`config.mk`:
```
export PLATFORM = sky130hd
export DESIGN_NAME = vga_timing_gen
export DESIGN_NICKNAME = d
export VERILOG_FILES = /design/src/rtl/vga_timing_pkg.sv /design/src/rtl/vga_timing_gen_axis.sv /design/src/rtl/vga_timing_gen.sv
export SDC_FILE = /design/constraint.sdc
export NUM_CORES = 1
export LEC_CHECK = 0
export ABC_CLOCK_PERIOD_IN_PS = 2700
export CAP_MARGIN = 20
export CORE_ASPECT_RATIO = 0.5
export CORE_MARGIN = 2
export CORE_UTILIZATION = 58
export DETAILED_ROUTE_END_ITERATION = 16
export PLACE_DENSITY = 0.88
export SYNTH_ARGS = -nofsm -noshare
export SYNTH_HDL_FRONTEND = slang
export SYNTH_SLANG_ARGS = --single-unit
```
`constraint.sdc`:
```
create_clock -name clk_pix -period 2.7 [get_ports clk_pix]
set_input_delay 0.27 -clock clk_pix [delete_from_list [all_inputs] [get_ports clk_pix]]
set_output_delay 0.27 -clock clk_pix [all_outputs]
set_load 0.005 [all_outputs]
```
`src/rtl/vga_timing_pkg.sv`:
```
// vga_timing_pkg
//   Shared types and mode presets for the raster timing generator.
//   vga_mode_t describes one axis (visible, front porch, sync, back porch);
//   vga_preset_t bundles the horizontal and vertical axes of a video mode.
package vga_timing_pkg;

  typedef struct packed {
    int unsigned vis;
    int unsigned fp;
    int unsigned sync;
    int unsigned bp;
  } vga_mode_t;

  typedef struct packed {
    vga_mode_t h;
    vga_mode_t v;
  } vga_preset_t;

  localparam vga_preset_t MODE_640x480 = '{
    h: '{vis: 640, fp: 16, sync: 96, bp: 48},
    v: '{vis: 480, fp: 10, sync: 2, bp: 33}
  };

  localparam vga_preset_t MODE_1280x720 = '{
    h: '{vis: 1280, fp: 110, sync: 40, bp: 220},
    v: '{vis: 720, fp: 5, sync: 5, bp: 20}
  };

  localparam vga_preset_t MODE_1920x1080 = '{
    h: '{vis: 1920, fp: 88, sync: 44, bp: 148},
    v: '{vis: 1080, fp: 4, sync: 5, bp: 36}
  };

  function automatic int unsigned mode_total(input vga_mode_t m);
    return m.vis + m.fp + m.sync + m.bp;
  endfunction

endpackage

```
`src/rtl/vga_timing_gen_axis.sv`:
```
// vga_sync_axis
//   One raster axis: up-counter that wraps at total-1, plus combinational
//   decode of the sync window [vis+fp, vis+fp+sync) and the visible region.
//   The sync decode is active-high; the parent applies the polarity.
// Ports
//   clk_pix     in   pixel clock
//   rstn        in   async active-low reset, counter -> 0
//   i_load      in   load i_load_val (has priority over i_step)
//   i_load_val  in   value loaded when i_load=1
//   i_step      in   advance the count by one, wrapping at total-1
//   o_cnt       out  current count
//   o_last      out  count == total-1
//   o_sync      out  count inside the sync window
//   o_vis       out  count inside the visible region
module vga_sync_axis
  import vga_timing_pkg::*;
#(
  parameter int unsigned CNT_W = 12,
  parameter vga_mode_t   MODE  = MODE_1920x1080.h
) (
  input  logic             clk_pix,
  input  logic             rstn,
  input  logic             i_load,
  input  logic [CNT_W-1:0] i_load_val,
  input  logic             i_step,
  output logic [CNT_W-1:0] o_cnt,
  output logic             o_last,
  output logic             o_sync,
  output logic             o_vis
);

  localparam int unsigned      L_TOT    = mode_total(MODE);
  localparam logic [CNT_W-1:0] L_LAST   = CNT_W'(L_TOT - 1);
  localparam logic [CNT_W-1:0] L_VIS    = CNT_W'(MODE.vis);
  localparam logic [CNT_W-1:0] L_SYNC_S = CNT_W'(MODE.vis + MODE.fp);
  localparam logic [CNT_W-1:0] L_SYNC_E = CNT_W'(MODE.vis + MODE.fp + MODE.sync);

  logic [CNT_W-1:0] r_cnt;

  always_ff @(posedge clk_pix or negedge rstn) begin
    if (!rstn) begin
      r_cnt <= '0;
    end else if (i_load) begin
      r_cnt <= i_load_val;
    end else if (i_step) begin
      r_cnt <= o_last ? '0 : r_cnt + CNT_W'(1);
    end
  end

  assign o_cnt  = r_cnt;
  assign o_last = (r_cnt == L_LAST);
  assign o_sync = (r_cnt >= L_SYNC_S) && (r_cnt < L_SYNC_E);
  assign o_vis  = (r_cnt < L_VIS);

endmodule

```
`src/rtl/vga_timing_gen.sv`:
```
// vga_timing_gen
//   Parametrised raster timing generator with frame-aligned run control.
//   Every output is registered: the decode of counter position (h,v) is
//   visible one clock after the counters hold it.
//   Optional feature macro: VGA_TIMING_PREFETCH_EN adds a second counter pair
//   running PREFETCH clocks ahead and the fetch_* ports.
// Ports
//   clk_pix      in   pixel clock
//   rstn         in   async active-low reset
//   en           in   run request (level)
//   running      out  high while in RUN or STOP
//   hsync/vsync  out  sync outputs, H_POL/V_POL active level
//   video_on     out  visible-area flag
//   pixel_x/y    out  coordinate when visible, else 0
//   line_start   out  pulse at h=0
//   frame_start  out  pulse at (0,0)
//   fetch_x/y    out  coordinate shown PREFETCH clocks later (macro only)
//   fetch_valid  out  that coordinate is visible (macro only)
//
// state | meaning
// IDLE  | counters held at 0, outputs at reset values
// RUN   | counters free-running, en=0 moves to STOP
// STOP  | finishing the frame; en=1 resumes, end of frame goes IDLE
module vga_timing_gen
  import vga_timing_pkg::*;
#(
  parameter int unsigned CNT_W  = 12,
  parameter int unsigned H_VIS  = MODE_1920x1080.h.vis,
  parameter int unsigned H_FP   = MODE_1920x1080.h.fp,
  parameter int unsigned H_SYNC = MODE_1920x1080.h.sync,
  parameter int unsigned H_BP   = MODE_1920x1080.h.bp,
  parameter int unsigned V_VIS  = MODE_1920x1080.v.vis,
  parameter int unsigned V_FP   = MODE_1920x1080.v.fp,
  parameter int unsigned V_SYNC = MODE_1920x1080.v.sync,
  parameter int unsigned V_BP   = MODE_1920x1080.v.bp,
  parameter logic        H_POL  = 1'b0,
  parameter logic        V_POL  = 1'b0
`ifdef VGA_TIMING_PREFETCH_EN
  ,
  parameter int unsigned PREFETCH = 2
`endif
) (
  input  logic             clk_pix,
  input  logic             rstn,
  input  logic             en,
  output logic             running,
  output logic             hsync,
  output logic             vsync,
  output logic             video_on,
  output logic [CNT_W-1:0] pixel_x,
  output logic [CNT_W-1:0] pixel_y,
  output logic             line_start,
  output logic             frame_start
`ifdef VGA_TIMING_PREFETCH_EN
  ,
  output logic [CNT_W-1:0] fetch_x,
  output logic [CNT_W-1:0] fetch_y,
  output logic             fetch_valid
`endif
);

  localparam vga_mode_t L_H_MODE = '{vis: H_VIS, fp: H_FP, sync: H_SYNC, bp: H_BP};
  localparam vga_mode_t L_V_MODE = '{vis: V_VIS, fp: V_FP, sync: V_SYNC, bp: V_BP};

  localparam logic [1:0] S_IDLE = 2'd0;
  localparam logic [1:0] S_RUN  = 2'd1;
  localparam logic [1:0] S_STOP = 2'd2;

  logic [1:0]       r_state;
  logic [1:0]       w_state_nxt;
  logic             w_active;
  logic             w_idle;

  logic [CNT_W-1:0] w_h_cnt, w_v_cnt;
  logic             w_h_last, w_v_last;
  logic             w_h_sync, w_v_sync;
  logic             w_h_vis, w_v_vis;

  assign w_active = (r_state != S_IDLE);
  assign w_idle   = ~w_active;

  always_comb begin
    w_state_nxt = r_state;
    case (r_state)
      S_IDLE: if (en) w_state_nxt = S_RUN;
      S_RUN:  if (!en) w_state_nxt = S_STOP;
      S_STOP: begin
        if (en) w_state_nxt = S_RUN;
        else if (w_h_last && w_v_last) w_state_nxt = S_IDLE;
      end
      default: w_state_nxt = S_IDLE;
    endcase
  end

  always_ff @(posedge clk_pix or negedge rstn) begin
    if (!rstn) r_state <= S_IDLE;
    else       r_state <= w_state_nxt;
  end

  // Counters are held at 0 while idle, so the first RUN cycle sits at (0,0).
  vga_sync_axis #(.CNT_W(CNT_W), .MODE(L_H_MODE)) u_h_axis (
    .clk_pix    (clk_pix),
    .rstn       (rstn),
    .i_load     (w_idle),
    .i_load_val ('0),
    .i_step     (w_active),
    .o_cnt      (w_h_cnt),
    .o_last     (w_h_last),
    .o_sync     (w_h_sync),
    .o_vis      (w_h_vis)
  );

  vga_sync_axis #(.CNT_W(CNT_W), .MODE(L_V_MODE)) u_v_axis (
    .clk_pix    (clk_pix),
    .rstn       (rstn),
    .i_load     (w_idle),
    .i_load_val ('0),
    .i_step     (w_active && w_h_last),
    .o_cnt      (w_v_cnt),
    .o_last     (w_v_last),
    .o_sync     (w_v_sync),
    .o_vis      (w_v_vis)
  );

  logic             r_running, r_hsync, r_vsync, r_video_on;
  logic             r_line_start, r_frame_start;
  logic [CNT_W-1:0] r_pixel_x, r_pixel_y;
  logic             w_vis;
  logic             w_h_zero;

  assign w_vis    = w_active && w_h_vis && w_v_vis;
  assign w_h_zero = (w_h_cnt == '0);

  always_ff @(posedge clk_pix or negedge rstn) begin
    if (!rstn) begin
      r_running     <= 1'b0;
      r_hsync       <= ~H_POL;
      r_vsync       <= ~V_POL;
      r_video_on    <= 1'b0;
      r_pixel_x     <= '0;
      r_pixel_y     <= '0;
      r_line_start  <= 1'b0;
      r_frame_start <= 1'b0;
    end else begin
      r_running     <= w_active;
      r_hsync       <= (w_active && w_h_sync) ? H_POL : ~H_POL;
      r_vsync       <= (w_active && w_v_sync) ? V_POL : ~V_POL;
      r_video_on    <= w_vis;
      r_pixel_x     <= w_vis ? w_h_cnt : '0;
      r_pixel_y     <= w_vis ? w_v_cnt : '0;
      r_line_start  <= w_active && w_h_zero;
      r_frame_start <= w_active && w_h_zero && (w_v_cnt == '0);
    end
  end

  assign running     = r_running;
  assign hsync       = r_hsync;
  assign vsync       = r_vsync;
  assign video_on    = r_video_on;
  assign pixel_x     = r_pixel_x;
  assign pixel_y     = r_pixel_y;
  assign line_start  = r_line_start;
  assign frame_start = r_frame_start;

`ifdef VGA_TIMING_PREFETCH_EN
  logic [CNT_W-1:0] w_fh_cnt, w_fv_cnt;
  logic             w_fh_last, w_fh_vis, w_fv_vis;
  logic             w_fh_sync_unused, w_fv_sync_unused, w_fv_last_unused;
  logic             w_fvis;
  logic             r_fetch_valid;
  logic [CNT_W-1:0] r_fetch_x, r_fetch_y;

  // Lead pair preloads (PREFETCH,0) while idle so it starts exactly PREFETCH
  // pixels ahead and then wraps in lock-step with the main pair.
  vga_sync_axis #(.CNT_W(CNT_W), .MODE(L_H_MODE)) u_fh_axis (
    .clk_pix    (clk_pix),
    .rstn       (rstn),
    .i_load     (w_idle),
    .i_load_val (CNT_W'(PREFETCH)),
    .i_step     (w_active),
    .o_cnt      (w_fh_cnt),
    .o_last     (w_fh_last),
    .o_sync     (w_fh_sync_unused),
    .o_vis      (w_fh_vis)
  );

  vga_sync_axis #(.CNT_W(CNT_W), .MODE(L_V_MODE)) u_fv_axis (
    .clk_pix    (clk_pix),
    .rstn       (rstn),
    .i_load     (w_idle),
    .i_load_val ('0),
    .i_step     (w_active && w_fh_last),
    .o_cnt      (w_fv_cnt),
    .o_last     (w_fv_last_unused),
    .o_sync     (w_fv_sync_unused),
    .o_vis      (w_fv_vis)
  );

  assign w_fvis = w_active && w_fh_vis && w_fv_vis;

  always_ff @(posedge clk_pix or negedge rstn) begin
    if (!rstn) begin
      r_fetch_valid <= 1'b0;
      r_fetch_x     <= '0;
      r_fetch_y     <= '0;
    end else begin
      r_fetch_valid <= w_fvis;
      r_fetch_x     <= w_fvis ? w_fh_cnt : '0;
      r_fetch_y     <= w_fvis ? w_fv_cnt : '0;
    end
  end

  assign fetch_valid = r_fetch_valid;
  assign fetch_x     = r_fetch_x;
  assign fetch_y     = r_fetch_y;
`endif

endmodule
```
==> metrics <==
Bufs and invs on worst path=0; P_sw=0.402 mW; Synth top cells by count=54 x dfrtp_1, 23 x nor2_1, 21 x and2_1, 13 x nand2_1, 10 x nand3_1; reg2reg end=u_v_axis.o_cnt[5]; initial DRC count=118; largest net degree at the start of global routing=39; endpoints failing setup=0; layout cells sized above 1=7.20%; CP delay by family, top=simple AND/OR/NAND/NOR gates; outcome=finished, final reports clean; worst setup path endpoint=u_v_axis.o_cnt[5]; GPL Wtd Cong=0.897; dpl ws=0.605 ns; post-CTS setup repair buffer count=0; routed vias/inst=5.67; Primary FF master, synth=dfrtp_1; Die W=97.1 um; CTS Hold Bufs=0; Distinct cells, synth=42; top cells by area, synth=dfrtp_1 54%, and2_1 5.2%, nor2_1 3.4%; sequential fraction of the synthesis area=55.9%; Mapped Area=2510 sq um; Worst slew margin=46.6%; Power Density=585 nW/um^2; clock sink count=56; total gr overflow=0; area share of the largest cell type after synthesis=53.8%; DR vias=1803; CP endpoint kind=flip-flop; Fin Setup TNS=0 ns; Core Region=4020 sq um; cell internal pwr=1.35 mW; IO buf count=32; Row Count=16; first-pass GRT wire length=8070 um; number of global-route vias before repair=1706; worst-path cell chain=ha_1 > and4_1 > nand4_4 > a211oi_1 > mux2i_1; power share of the sequential group=52.5%; R2R setup slack=0.62 ns; critical path depth in cells=5; clock edge transition at the registers on the reported setup and hold paths=0.09 ns; Antenna Nets Post-Route=0; TritonRoute pass-1 iters=5; YS warnings=0; R2R depth=5; IO Count=33; initial antenna violation count=0; VDD IR max=284 uV; Yosys reg bits=56; Net Sw Frac=22.9%; Post-synth EDFFs=0; Max Clock Freq=481 MHz; Post-synth ARST share=100%; P&R area growth vs syn=19.4%; max-slew violation count=0; Hold Fails Final Rpt=0; CP max stage delay=0.45 ns; Setup crit start=u_h_axis.o_cnt[0]; die area=4910 sq um; Crit path required time=2.93 ns; most common cell in the netlist=dfrtp_1; ant diodes=0; Logic pwr share=12.0%; H-tree level count=2; Max Cap Viol=0; Worst Tran Pin Value=0.801 ns; Layout Nets=271; hpwl dp=3360 um; unrepaired setup endpoints after global routing=no; crit share post-route=76.9%; Critical R2R Launch=u_h_axis.o_cnt[0]; GR Util All Layers=21.4%; post_cts resized=0; clk_lat worst skew=0.31 ns; static leakage=1.28 nW; clk buf depth=2; CTS tree=yes; Worst Setup Path Type=flip-flop to flip-flop; synthesized area per cell=10.8 sq um; critical path arrival=2.31 ns; cell count after synthesis=233; root buf cell=clkbuf_8; FILL cells=276; Hold Crit Class=input pin to asynchronous set/reset pin; Starting Density=62.4%; DRC=0; crit path max-delay cell type=a211oi_1; CTS Buf Count=5; crit path time final=2.08 ns; DR WL/cell=15.1 um; Clk pwr share=35.4%; cell taking the most area after synthesis=dfrtp_1; Final Worst Setup Slack=0.623 ns; clock skew=0.00681 ns; crit path max fanout=27; Routed WL=4790 um; Setup crit start kind=flip-flop; Die Y=50.5 um
-- sequential cells by signal, indices dropped and copies added, names as in the netlist --
| name | cells |
|---|---|
| frame_start | 1 |
| running | 1 |
| vsync | 1 |
| pixel_y | 12 |
| line_start | 1 |
| pixel_x | 12 |
| video_on | 1 |
| u_h_axis.o_cnt | 12 |
| u_v_axis.o_cnt | 12 |
| r_state | 2 |
| hsync | 1 |
-- power groups by stage --
stage	registers (mW)	clock network [mW]	logic (mW)
2_1_floorplan	0.933	0	0.106
3_3_place_gp	0.938	0	0.207
3_5_place_dp	0.939	0	0.212
4_1_cts	0.922	0.633	0.214
5_1_grt	0.930	0.670	0.237
6_report	0.922	0.623	0.212
-- kinds of logic after synthesis --
| logic type | Yosys count | share of synthesized area (%) |
|---|---|---|
| simple gates | 102 | 23.1 |
| other cells | 1 | 0.149 |
| mux | 8 | 3.19 |
| fa+ha+maj | 4 | 1.99 |
| flops | 56 | 55.9 |
| xor+xnor | 10 | 3.49 |
| buf+inv | 22 | 3.78 |
| compound gates | 30 | 8.42 |
-- worst min-delay path by stage --
| stage | startpoint | endpoint | slack, ns | cells past startpoint |
|---|---|---|---|---|
| floorplan | rstn | frame_start | -0.03 | 0 |
| global placement | rstn | pixel_x[10] | 0.39 | 1 |
| detailed placement | rstn | pixel_x[8] | 0.39 | 1 |
| CTS | rstn | u_v_axis.o_cnt[0] | 0.06 | 1 |
| global route | rstn | u_v_axis.o_cnt[6] | 0.10 | 1 |
| finish | rstn | pixel_x[8] | 0.04 | 1 |
-- cells in the final DEF (no fill, tap or decap), types with 2 or more instances in the layout --
cell and count:
dfrtp_1 54, clkdlybuf4s50_1 31, nor2_1 23, and2_1 21
nand2_1 13, nand3_1 10, inv_1 8, xnor2_1 8
mux2i_1 8, nor3_1 7, a21oi_1 7, o21ai_0 7
nand4_1 5, o211ai_1 5, clkbuf_8 5, buf_4 5
a211oi_1 4, ha_1 4, and4_1 3, nor3b_1 3
nand2b_1 3, xor2_1 2, and3_1 2, nor4b_1 2
or3_1 2, o31ai_1 2, a21boi_0 2, bufinv_16 2
dfstp_2 2, conb_1 2
-- final cells by class --
cell class / count / area (sq um) / area share (%)
clock buffers: 5 / 68.8 / 2.29
clock inverters: 2 / 60.1 / 2.00
inverters: 8 / 30.0 / 1.00
multi-input cells: 156 / 1020 / 33.9
repair buffers: 37 / 353 / 11.8
flip-flops and latches: 56 / 1400 / 46.8
well taps: 54 / 67.6 / 2.25
-- routing by layer --
layer	share of wire, %	vias to the layer above	GRT usage [%]
met5	0	-	0
met4	1.1	0	8.69
met3	5.5	6	4.74
met2	50	58	36.9
met1	43	879	27.0
li1	-	860	-
-- through the flow --
stage               util (%)  total power [mW]  cells  cell area, sq um  hold WS (ns)
floorplan                  -              1.04    234              2520       -0.0256
global placement        71.4              1.14    311              2870         0.387
detailed placement      71.4              1.15    311              2870         0.395
CTS                     74.6              1.77    318              3000        0.0649
global route            74.6              1.84    318              3000         0.104
finish                  74.6              1.76    318              3000        0.0412
Power figures use the tool's default switching activity.
==> patch (same settings) <==
Add a define of `VGA_TIMING_PREFETCH_EN`.
--- a/src/rtl/vga_timing_gen.sv
+++ b/src/rtl/vga_timing_gen.sv
@@ -23,2 +23,4 @@
 // STOP  | finishing the frame; en=1 resumes, end of frame goes IDLE
+`define VGA_TIMING_PREFETCH_EN
+
 module vga_timing_gen
Behaviour (old outputs only; new: fetch_valid, fetch_x and fetch_y): unchanged (equiv_simple and equiv_induct, registers matched by name and starting in step).
==> patch against the original RTL <==
Fmax decreased by 2.8%; final area increased by 85%; global-route usage increased by 2.0 points; sequential cell count increased by 49; sequential share of layout area increased by 0.66 points; non-clock buffer count increased by 25; final cell count increased by 83%; worst setup slack got worse by 59 ps; via count increased by 79%; total power increased by 100%; synthesized area increased by 82%; clock power increased by 130%; wire length increased by 88%; largest cell class unchanged.
==> patch: results (changes against the original RTL) <==
- Run status: finished clean
- Final setup margin: 563 ps (-59.5 ps)
- Sequential share of the synthesized area: 57.7% (+1.8 points)
- Clk Latency, worst-skew pair: 350 ps (+40 ps)
- Fillers: 522 (+89%)
- Synth Area in Compound Gates: 8.94% (+0.52 points)
- CTS Buf Count: 9 (+4)
- Cell Pwr Density: 640 nW/um^2 (+9.3%)
- Met1 wire length: 3910 um (+88%)
- Final net count: 479 (+77%)
- LEAKAGE: 2.40 nW (+87%)
- Yosys cell types: 57 (+36%)
- Synth top area cells: dfrtp_1, and2_1, xnor2_1
- GRT met3 Usage: 6.51% (+1.8 points)
- R2R depth: 5 (unchanged)
- Drt wl/cell: 15.5 um (+2.6%)
- 1st-iter DRT viols: 206 (+75%)
- Clock-pin slew on the worst setup and hold paths: 70 ps (-20 ps)
- Met1 Use GR: 29.1% (+2.1 points)
- Share of layout cells above drive strength 1: 6.96% (-0.23 points)
- Number of port buffers: 57 (+78%)
- Synth Area in Adders: 1.92% (-0.072 points)
- Sequential power share: 49.3% (-3.2 points)
- Max incr delay on CP: 560 ps (+110 ps)
- Top cells by count, synth: dfrtp_1, and2_1, nor2_1
- Slew @ Worst Pin: 735 ps (-66.1 ps)
- Hold_buf cts: 1 (+1)
- First-pass GRT wire length: 15100 um (+88%)
- DP Wirelength: 5870 um (+74%)
- Via density: 5.56 (-2.0%)
- Worst r2r src: u_fh_axis.o_cnt[0]$_DFF_PN0_
- Fin Clk Skew: 5.08 ps (-1.73 ps)
- Crit path DAT: 2390 ps (+80 ps)
- Largest net degree at the start of global routing: 85 (+120%)
- Sw power: 0.819 mW (+100%)
- H-tree depth: 3 (+1)
- Fraction of synthesized area in multiplexers: 0.247% (-2.9 points)
- CP max-delay cell: and3_1
- Combinational share of power: 10.6% (-1.4 points)
[patch: layout make-up]
class / count / share of cell area (%)
flip-flops and latches: 105 / 47.4
multi-input cells: 274 / 31.7
repair buffers: 62 / 11.2
clock buffers: 14 / 4.94
well taps: 108 / 2.44
inverters: 17 / 1.15
clock inverters: 2 / 1.08
[patch: metrics by stage]
step / std cells / hold slack, ps / cell area [um^2]
after detailed placement: 565 / 181 / 5200
after global placement: 565 / 176 / 5200
after global routing: 582 / 375 / 5540
final: 582 / 352 / 5540
after CTS: 582 / 354 / 5540
after floorplan: 417 / -25.6 / 4570
[patch: how the worst max path moves through the flow]
| stage | start | endpoint | depth (start not counted) |
|---|---|---|---|
| 6_report | u_fh_axis.o_cnt[0]$_DFF_PN0_ | u_fv_axis.o_cnt[3]$_DFFE_PN0P_ | 5 |
| 5_1_grt | u_fh_axis.o_cnt[0]$_DFF_PN0_ | u_fv_axis.o_cnt[3]$_DFFE_PN0P_ | 5 |
| 4_1_cts | u_fh_axis.o_cnt[0]$_DFF_PN0_ | u_fv_axis.o_cnt[3]$_DFFE_PN0P_ | 5 |
| 3_5_place_dp | u_fh_axis.o_cnt[0]$_DFF_PN0_ | u_fv_axis.o_cnt[3]$_DFFE_PN0P_ | 5 |
| 3_3_place_gp | u_fh_axis.o_cnt[0]$_DFF_PN0_ | u_fv_axis.o_cnt[3]$_DFFE_PN0P_ | 5 |
| 2_1_floorplan | u_v_axis.o_cnt[0]$_DFFE_PN0P_ | u_v_axis.o_cnt[10]$_DFFE_PN0P_ | 7 |
[patch: kinds of logic (layout without fill, tap and decap cells)]
kind of cell,after synthesis,in the layout
simple gates,187,187
flops,105,105
compound gates,54,54
buf+inv,38,95
xor+xnor,21,21
fa+ha+maj,7,7
other cells,1,4
mux,1,1
